## src/rtl/fsm_c.sv

```systemverilog
// Moore serial detector for the bit pattern 1,1,0,1 with overlapping matches.
// The detect flag Y is registered alongside the state, so it has no path from E.
module fsm_c (
  input  logic CLK,
  input  logic E,
  input  logic RST,
  output logic Y
);

  typedef enum logic [2:0] {
    S0    = 3'd0,
    S1    = 3'd1,
    S11   = 3'd2,
    S110  = 3'd3,
    S1101 = 3'd4
  } state_e;

  state_e state_q, state_d;
  logic   y_q, y_d;

  always_ff @(posedge CLK) begin
    if (RST) begin
      state_q <= S0;
      y_q     <= 1'b0;
    end else begin
      state_q <= state_d;
      y_q     <= y_d;
    end
  end

  // Unused codes fall through to S0 via the default.
  always_comb begin
    state_d = S0;
    case (state_q)
      S0:      state_d = E ? S1    : S0;
      S1:      state_d = E ? S11   : S0;
      S11:     state_d = E ? S11   : S110;
      S110:    state_d = E ? S1101 : S0;
      S1101:   state_d = E ? S11   : S0;
      default: state_d = S0;
    endcase
    y_d = (state_d == S1101);
  end

  assign Y = y_q;

endmodule

```

## config.mk

```make
export PLATFORM = sky130hd
export DESIGN_NAME = fsm_c
export DESIGN_NICKNAME = d
export VERILOG_FILES = /design/src/rtl/fsm_c.sv
export SDC_FILE = /design/constraint.sdc
export NUM_CORES = 1
export LEC_CHECK = 0
export BUFFER_PORTS_ARGS = -buffer_cell sky130_fd_sc_hd__buf_2
export CORE_AREA = 2 2 39 41
export CTS_BUF_LIST = sky130_fd_sc_hd__clkbuf_16
export DETAILED_ROUTE_END_ITERATION = 10
export DIE_AREA = 0 0 41 43
export HOLD_SLACK_MARGIN = 0.02
export PLACE_DENSITY_LB_ADDON = 0.15
export SYNTH_ARGS = -nofsm -noshare
export SYNTH_HDL_FRONTEND = slang
export SYNTH_SLANG_ARGS = --single-unit
```

## constraint.sdc

```tcl
create_clock -name CLK -period 1.11 [get_ports CLK]
set_input_delay 0.0555 -clock CLK [delete_from_list [all_inputs] [get_ports CLK]]
set_output_delay 0.0555 -clock CLK [all_outputs]
set_load 0.02 [all_outputs]
```

-- Yosys cells after proc, flatten, opt, wreduce, memory -nomap -nowiden
Cells that the tools add are included.
- bits of input ports: 3
- logic and storage cells: 14
- latch bits: 0
- register bits after elaboration: 4
- memories kept: 0
- bits in writable memories: 0
- output and inout bits: 1
- ROM bits: 0
- order comparisons: 0
- add/sub/neg operators: 0
- shifts and indexed selects: 0
- mux-type cells: 5
- divide/modulo/power cells: 0
- multipliers: 0
- eq/ne operators: 5
- bitwise logic cells: 0
- reduce and logical (&&, ||, !) cells: 2
- operators by type and width (operator ; count):
    $pmux W3 S4 ; 1
    $eq A3 B2 Y1 const B ; 2
    $eq A3 B3 Y1 const B ; 2
    $eq A3 B1 Y1 const B ; 1
    $logic_not A3 Y1 ; 1
    $mux W3 ; 1
    $mux W1 ; 2
    $mux W2 ; 1
    $reduce_or A2 Y1 ; 1

-- Logic depth before layout (Yosys ltp)
Gate-level depths: netlist of the first run.
- depth after elaboration: 4
- mapped depth: 2
- mapped depth without buffers: 2

-- Least setup slack after synthesis of the first run
No wires, ideal clock.
- kind: reg-to-reg
- start point: register state_q[2]
- end point: register state_q[1]
- slack: 0.060 ns
- data required time: 1.036 ns
- cell stages (with the launch flop): 3
- arrival: 0.976 ns
- period minus slack after synthesis: 1.050 ns
- buffers on the path: 0
- path through: dfxtp_1 > or4bb_1 > a31oi_1
- word-level cells in the longest chain between the ends: 3
- ends and longest elaborated chain (item ; line ; RTL):
    start, declared ; 18 ; state_e state_q, state_d;
    start signal, assigned ; 26 ; state_q <= state_d;
    $eq A3 B3 Y1 / $eq A3 B1 Y1 (equally long branches) ; 34 ; case (state_q)
    $reduce_or A2 Y1 (no line) ; - ;
    $pmux W3 S4 (*) ; 34 ;
Every way passes the cells marked *; elsewhere a longest branch is shown, timed or not.
A chain may end at the register's enable or synchronous reset.

-- Worst setup path in the final report of the first run
Ends and elaborated chain as after synthesis.

==> results of run 1 <==
[cell usage in the layout (no fill, tap or decap)]
master | synthesis | final
a31oi_1 | 1 | 1
buf_2 | 0 | 3
buf_4 | 0 | 2
clkbuf_16 | 0 | 3
dfxtp_1 | 4 | 4
nand3_1 | 1 | 1
nor3_1 | 2 | 2
nor4_1 | 1 | 1
or3b_2 | 1 | 1
or4bb_1 | 2 | 2
xnor2_1 | 1 | 1
[cell type report]
cell class	instances	area [sq um]	share of cell area, %
Clock buffer	3	75.1	27.5
Multi-Input combinational cell	9	67.6	24.8
Timing Repair Buffer	5	30.0	11.0
Sequential cell	4	80.1	29.4
Tap cell	16	20.0	7.34
[synth_stat cells]
cell and instances:
or3b_2 1, nor4_1 1, nand3_1 1, dfxtp_1 4, xnor2_1 1, nor3_1 2, a31oi_1 1, or4bb_1 2
[cells by family after synthesis]
| group | after synthesis | share of synthesized area, % |
|---|---|---|
| AO/OA/AOI/OAI | 1 | 4.24 |
| AND/OR/NAND/NOR | 7 | 35.6 |
| flip-flops | 4 | 54.2 |
| XOR/XNOR | 1 | 5.93 |
[power by group through the flow]
stage	sequential, mW	combinational, mW	clock (mW)
3_3_place_gp	0.159	0.0244	0
3_5_place_dp	0.158	0.0237	0
2_1_floorplan	0.158	0.0116	0
6_report	0.156	0.0235	0.555
4_1_cts	0.156	0.0238	0.563
5_1_grt	0.157	0.0259	0.570
[layer usage]
layer	track usage (%)	share of wire, %
met5	0	0
met2	5.63	50
met1	4.52	44
met3	3.14	5.9
met4	8.00	0
[worst max path at each step]
| stage | from | to | cells after the start |
|---|---|---|---|
| global route | state_q[2] | state_q[1] | 2 |
| CTS | state_q[2] | state_q[1] | 2 |
| finish | state_q[2] | state_q[1] | 2 |
| floorplan | state_q[2] | state_q[1] | 2 |
| global placement | state_q[2] | state_q[1] | 2 |
| detailed placement | state_q[0] | state_q[1] | 2 |
[registers in the layout, summed over array words and instances, names as in the netlist]
| signal | flops |
|---|---|
| state_q | 3 |
| Y | 1 |
==> reports/results.ini, run 1 <==
[timing]
setup_viol=0
tns_ps=0
rsz0062_at_grt=no
relSlewSlack_pct=85.9
post-route-period-util_pct=94.2
final_max_slew_viol_count=0
hold_slack_ps=38.9
clock_skew_ps=1.47
min_period_ps=1050
tightest_slew_ps=209
hold_viol=0
worst_slack_ps=64.6
timing.fmax_ghz=0.957

[logic_synthesis]
seq_area_frac_synth_pct=54.2
ys_types=8
synth_top_cell_area_share_pct=54.2
avgSynthCellArea_sq_um=11.4
synth_warnings=0
synth-seq-cells=4
synth.cell_area_sq_um=148
synth_fp_nets=16
synth_top_cell_by_area=dfxtp_1
syn_inst=13
synth.area.top_cells=dfxtp_1 (54%), or4bb_1 (15%), nor3_1 (6.8%)

[clocking]
htree_num_levels=1
cts_tree=done
clk_pin_slew_ps=30
postCtsSetupBuffers=0
ctsHoldBuffers=0
cts_resized=0
root_buffer=clkbuf_16
cts_buffers=3
worstSkewPairLatency_ps=220
cts_buffer_depth=2
clkSinkCount=4

[grt]
grt_use_total_pct=5.03
grt_pass1_wl_um=510
grt_max_degree=6
grt_pass1_vias=138
antenna_found_initial=0
grt_overflow=0

[drt]
drt-total-wl_um=303
drc=0
dr.pass1.iters=1
antenna_left=0
vias=125
via_per_inst=3.38
first_iter_violations=0
post_drt_wl_per_cell_um=8.19

[die]
die_w_um=41
start_util_pct=10.7
core-area_sq_um=1380
pin_count=4
die_y_um=43
die-area_sq_um=1760
row_count=14

[finish]
utilization_pct=19.7
layout-drive-gt1-share_pct=42.9
fin_cells=37
final_cell_area_sq_um=273
n_fill_cell=153
layout.nets=26
area_growth_pct=84.7
num_antenna_cells=0

[placement]
placedCellCount=34
preCtsSetupSlack_ps=61.5
place_congestion=0.599
port_buffers=3
placed_area_sq_um=198

[critical_path]
critPathSlowestCell=or4bb_1
critPathArrivalTime_ps=1200
reg2reg_from=state_q[2]
worstPathCellList=or4bb_1, a31oi_1
start_kind=register
critPathTopFamily=simple AND/OR/NAND/NOR gates
required_ps=1260
endpoint_kind=register
r2r_end=state_q[1]
cp_max_fo=4
rrSetupSlack_ps=60
path_buf_inv=0
max_stage_delay_ps=480
path_class=register to register
ff2ff_path_depth=2

[hold_path]
hp-class=input port to register
hold_path_end=state_q[1]
min_delay_path_depth=2
min_from=RST

[power]
power_leakage_nw=0.110
powerDensity_nw_per_um2=2690
p_seq_share_pct=21.3
power_frac_clock_pct=75.5
pwr-share-comb_pct=3.2
p_switching_mw=0.110
internal_power_mw=0.625
vdd_drop_max_v=0.000473
p_sw_share_pct=14.9
fin_total_pwr_mw=0.735

[run]
cap_violations=0

[run_status]
status=finished, final reports clean

No activity file was read; power rests on OpenSTA's default activity.
==> run 2, diff against run 1 <==
--- a/config.mk
+++ b/config.mk
@@ -6,12 +6,13 @@
 export NUM_CORES = 1
 export LEC_CHECK = 0
 export BUFFER_PORTS_ARGS = -buffer_cell sky130_fd_sc_hd__buf_2
+export CAP_MARGIN = 30
 export CORE_AREA = 2 2 39 41
-export CTS_BUF_LIST = sky130_fd_sc_hd__clkbuf_16
+export CTS_BUF_LIST = sky130_fd_sc_hd__clkbuf_4
 export DETAILED_ROUTE_END_ITERATION = 10
 export DIE_AREA = 0 0 41 43
 export HOLD_SLACK_MARGIN = 0.02
-export PLACE_DENSITY_LB_ADDON = 0.15
+export PLACE_DENSITY = 0.36
 export SYNTH_ARGS = -nofsm -noshare
 export SYNTH_HDL_FRONTEND = slang
 export SYNTH_SLANG_ARGS = --single-unit
==> run 2 against run 1 <==
Critical path depth did not move. Flip-flop and latch count did not move. Sequential power is essentially flat. Die area unchanged. Register-to-register slack barely moved. Power is 52% lower. Non-clock buffer count shrank 1. Sequential share of layout area rose by 9.4 points. Critical path type unchanged. Largest cell class unchanged. Largest power group unchanged. Highest routed layer unchanged.
==> reports/results.ini, run 2 (same netlist as run 1, synthesis figures left out) <==
[critical_path]
cp_max_fo=5
critPathArrivalTime_ps=1210
worstPathCellList=or4bb_1, a31oi_1
path_buf_inv=0
max_stage_delay_ps=470
endpoint_kind=register
critPathTopFamily=simple AND/OR/NAND/NOR gates
path_class=register to register
required_ps=1260
reg2reg_from=state_q[2]
rrSetupSlack_ps=60
start_kind=register
critPathSlowestCell=or4bb_1
ff2ff_path_depth=2
r2r_end=state_q[1]

[timing]
relSlewSlack_pct=87.1
min_period_ps=1050
rsz0062_at_grt=no
timing.fmax_ghz=0.948
worst_slack_ps=55.6
tns_ps=0
final_max_slew_viol_count=0
hold_viol=0
hold_slack_ps=23.6
setup_viol=0
post-route-period-util_pct=95.0
clock_skew_ps=1.23
tightest_slew_ps=191

[power]
p_sw_share_pct=19.6
vdd_drop_max_v=0.000184
p_seq_share_pct=44.8
pwr-share-comb_pct=5.5
p_switching_mw=0.0694
power_frac_clock_pct=49.7
internal_power_mw=0.284
power_leakage_nw=0.0823
powerDensity_nw_per_um2=1630
fin_total_pwr_mw=0.354

[grt]
grt_pass1_wl_um=434
grt_use_total_pct=4.31
antenna_found_initial=0
grt_overflow=0
grt_pass1_vias=105
grt_max_degree=6

[die]
pin_count=4
row_count=14
start_util_pct=10.7
die_w_um=41
die-area_sq_um=1760
core-area_sq_um=1380
die_y_um=43

[hold_path]
hold_path_end=state_q[1]
min_from=RST
min_delay_path_depth=2
hp-class=input port to register

[finish]
num_antenna_cells=0
layout-drive-gt1-share_pct=55.0
regMostFlops=state_q
largest_register_ffs=3
area_growth_pct=46.6
layout.nets=25
final_cell_mix=clkbuf_4 (3), buf_2 (3), dfxtp_2 (3)

[placement]
post-dp-hpwl_um=198
preCtsSetupSlack_ps=8.81
port_buffers=3
place_congestion=0.494

[clocking]
worstSkewPairLatency_ps=230
clkSinkCount=4
cts_tree=done
cts_buffer_depth=2
clk_pin_slew_ps=40
postCtsSetupBuffers=0
cts_buffers=3
root_buffer=clkbuf_4
htree_num_levels=1

[drt]
drt-total-wl_um=274
vias=126
post_drt_wl_per_cell_um=7.61
drc=0
dr.pass1.iters=1
antenna_left=0
first_iter_violations=0
via_per_inst=3.50

[run_status]
status=finished, final reports clean

[run]
cap_violations=0

[run 2: worst max-delay path by stage]
stage | start | to | slack [ps] | depth (start not counted)
after floorplan | state_q[2] | state_q[1] | 60 | 2
after global placement | state_q[2] | state_q[1] | 20 | 2
after detailed placement | state_q[2] | state_q[1] | 9 | 2
after CTS | state_q[2] | state_q[1] | 10 | 2
after global routing | state_q[2] | state_q[1] | 3 | 2
final | state_q[2] | state_q[1] | 60 | 2
[run 2: power by group through the flow]
stage	Combinational, mW	Clock [mW]	Sequential [mW]
floorplan	0.0116	0	0.158
global placement	0.0191	0	0.159
detailed placement	0.0199	0	0.159
CTS	0.0197	0.189	0.157
global route	0.0218	0.202	0.160
finish	0.0194	0.176	0.158
[run 2: worst register-to-register path: cells and delay by family (launching register included)]
kind / cells / cell delay, ps
flops: 1 / 350
compound gates: 1 / 160
simple gates: 1 / 470
[run 2: layer usage]
metal	share of wire (%)	GRT usage, %
met5	0	0
met4	0	6.00
met3	11	3.14
met2	44	3.75
met1	45	5.13
[run 2: per-stage QoR]
step           std cells  utilization [%]  instance area, sq um
3_5_place_dp          33             13.7                   190
6_report              36             15.6                   216
4_1_cts               36             15.4                   213
5_1_grt               36             15.6                   216
2_1_floorplan         13                -                   148
3_3_place_gp          33             13.7                   190
[run 2: cell type report]
class                      instances  area (sq um)
tap                               16          20.0
sequential                         4          83.8
fill                             167          1170
multi-input combinational          9          67.6
timing repair buffer               4          22.5
clock buffer                       3          22.5
[run 2: what timing repair did]
action | CTS | global route
gates resized for setup | 0 | 3
endpoints found under the setup margin | 0 | 1
hold buffers | 0 | 0
==> run 3, diff against run 2 <==
--- a/config.mk
+++ b/config.mk
@@ -13,6 +13,7 @@
 export DIE_AREA = 0 0 41 43
 export HOLD_SLACK_MARGIN = 0.02
 export PLACE_DENSITY = 0.36
+export SETUP_SLACK_MARGIN = 0.4
 export SYNTH_ARGS = -nofsm -noshare
 export SYNTH_HDL_FRONTEND = slang
 export SYNTH_SLANG_ARGS = --single-unit
==> run 3 against run 2 <==
Sequential share of layout area fell by 4.1 points. Utilization rose by 2.6 points. Sequential power barely moved. Flip-flop and latch count did not move. Clock skew rose by 3.2 ps. Fmax fell by 2.6%. First-iteration DRC count rose by 1. Cell count did not move. Non-clock buffer count did not move. Largest cell class is now multi-input gates.
==> reports/results.ini, run 3 (same netlist as run 1, synthesis figures left out) <==
[clocking]
cts_tree=done
ctsHoldBuffers=0
cts_buffers=3
htree_num_levels=1
worstSkewPairLatency_ps=230
clk_pin_slew_ps=40
clkSinkCount=4
root_buffer=clkbuf_4
cts_buffer_depth=2

[critical_path]
critPathSlowestCell=or4bb_1
endpoint_kind=register
required_ps=1260
path_class=register to register
cp_max_fo=5
path_buf_inv=0
critPathTopFamily=simple AND/OR/NAND/NOR gates
worstPathCellList=or4bb_1, a31oi_1
start_kind=register
critPathArrivalTime_ps=1230
max_stage_delay_ps=500

[timing]
relSlewSlack_pct=86.5
final_max_slew_viol_count=0
clock_skew_ps=4.40
setup_viol=0
post-route-period-util_pct=97.6
min_period_ps=1080
rsz0062_at_grt=yes
timing.fmax_ghz=0.923
tightest_slew_ps=201
tns_ps=0
hold_viol=0

[drt]
post_drt_wl_per_cell_um=9.81
vias=136
antenna_left=0
via_per_inst=3.78
drt-total-wl_um=353
first_iter_violations=1
dr.pass1.iters=4
drc=0

[power]
fin_total_pwr_mw=0.362
vdd_drop_max_v=0.000463
powerDensity_nw_per_um2=1430
pwr-share-comb_pct=6.5
p_sw_share_pct=21.3
power_leakage_nw=0.0876
p_seq_share_pct=44.1
power_frac_clock_pct=49.4
p_switching_mw=0.0772
internal_power_mw=0.285

[finish]
area_growth_pct=71.2
regMostFlops=state_q
final_cell_mix=dfxtp_2 (3), clkbuf_4 (3)
layout.nets=25
final_cell_area_sq_um=253
layout-drive-gt1-share_pct=75.0
num_antenna_cells=0
largest_register_ffs=3
utilization_pct=18.3

[placement]
post-dp-hpwl_um=205
placed_area_sq_um=184
place_congestion=0.500
port_buffers=3

[die]
pin_count=4
die-area_sq_um=1760
die_y_um=43
row_count=14
core-area_sq_um=1380
start_util_pct=10.7
die_w_um=41

[grt]
busiest_layer=met2
grtUsageMet1_pct=5.75
grt_util_met2_pct=7.50
antenna_found_initial=0
grt_overflow=0
grt_use_total_pct=5.11
grt_pass1_vias=152
grt_max_degree=6
met3_usage_pct=3.14
grt_pass1_wl_um=579

[hold_path]
hp-class=input port to register

[run]
cap_violations=0

[run_status]
status=finished, final reports clean

run 3: cell counts in the layout (fill, tap and decap cells not counted):
No cell type changed its count.
run 3: final timing paths:
| kind | start | slack [ps] | to | cells after the start |
|---|---|---|---|---|
| worst max register to register | state_q[0] | 30 | state_q[1] | 2 |
| worst min-delay path | RST | 40 | Y | 2 |
| worst max-delay path | state_q[0] | 30 | state_q[1] | 2 |
| worst min register to register | state_q[0] | 470 | state_q[0] | 1 |
run 3: repair_timing:
action	CTS	global route
resized for setup	4	7
setup buffers	1	0
setup endpoints to repair	3	5
pin swaps	0	2
run 3: worst reg2reg max path: stages (launching register included):
cell and delay (ps):
dfxtp_2 340, or4bb_1 500, a31oi_1 170
run 3: power by group through the flow:
stage	sequential, mW	combinational (mW)	clock [mW]
final	0.160	0.0234	0.179
after global routing	0.161	0.0269	0.192
after CTS	0.157	0.0209	0.186
after detailed placement	0.159	0.0200	0
after global placement	0.158	0.0190	0
after floorplan	0.158	0.0116	0
run 3: per-layer routing:
metal	up-vias	share of wire, %
met1	65	48
met5	-	0
li1	67	-
met3	0	9.6
met4	0	0
met2	4	42
run 3: final cells by class:
class	instances	area [sq um]
Timing Repair Buffer	4	32.5
Tap cell	16	20.0
Fill cell	151	1130
Multi-Input combinational cell	9	90.1
Sequential cell	4	87.6
Clock buffer	3	22.5
run 3: metrics by stage:
stage | cells | worst slack (ps) | hold slack (ps)
6_report | 36 | 27.1 | 36.2
5_1_grt | 36 | -14.3 | 55.2
4_1_cts | 36 | 34.7 | 21.9
3_5_place_dp | 32 | 39.3 | 273
3_3_place_gp | 32 | 41.0 | 272
2_1_floorplan | 13 | 93.8 | 125
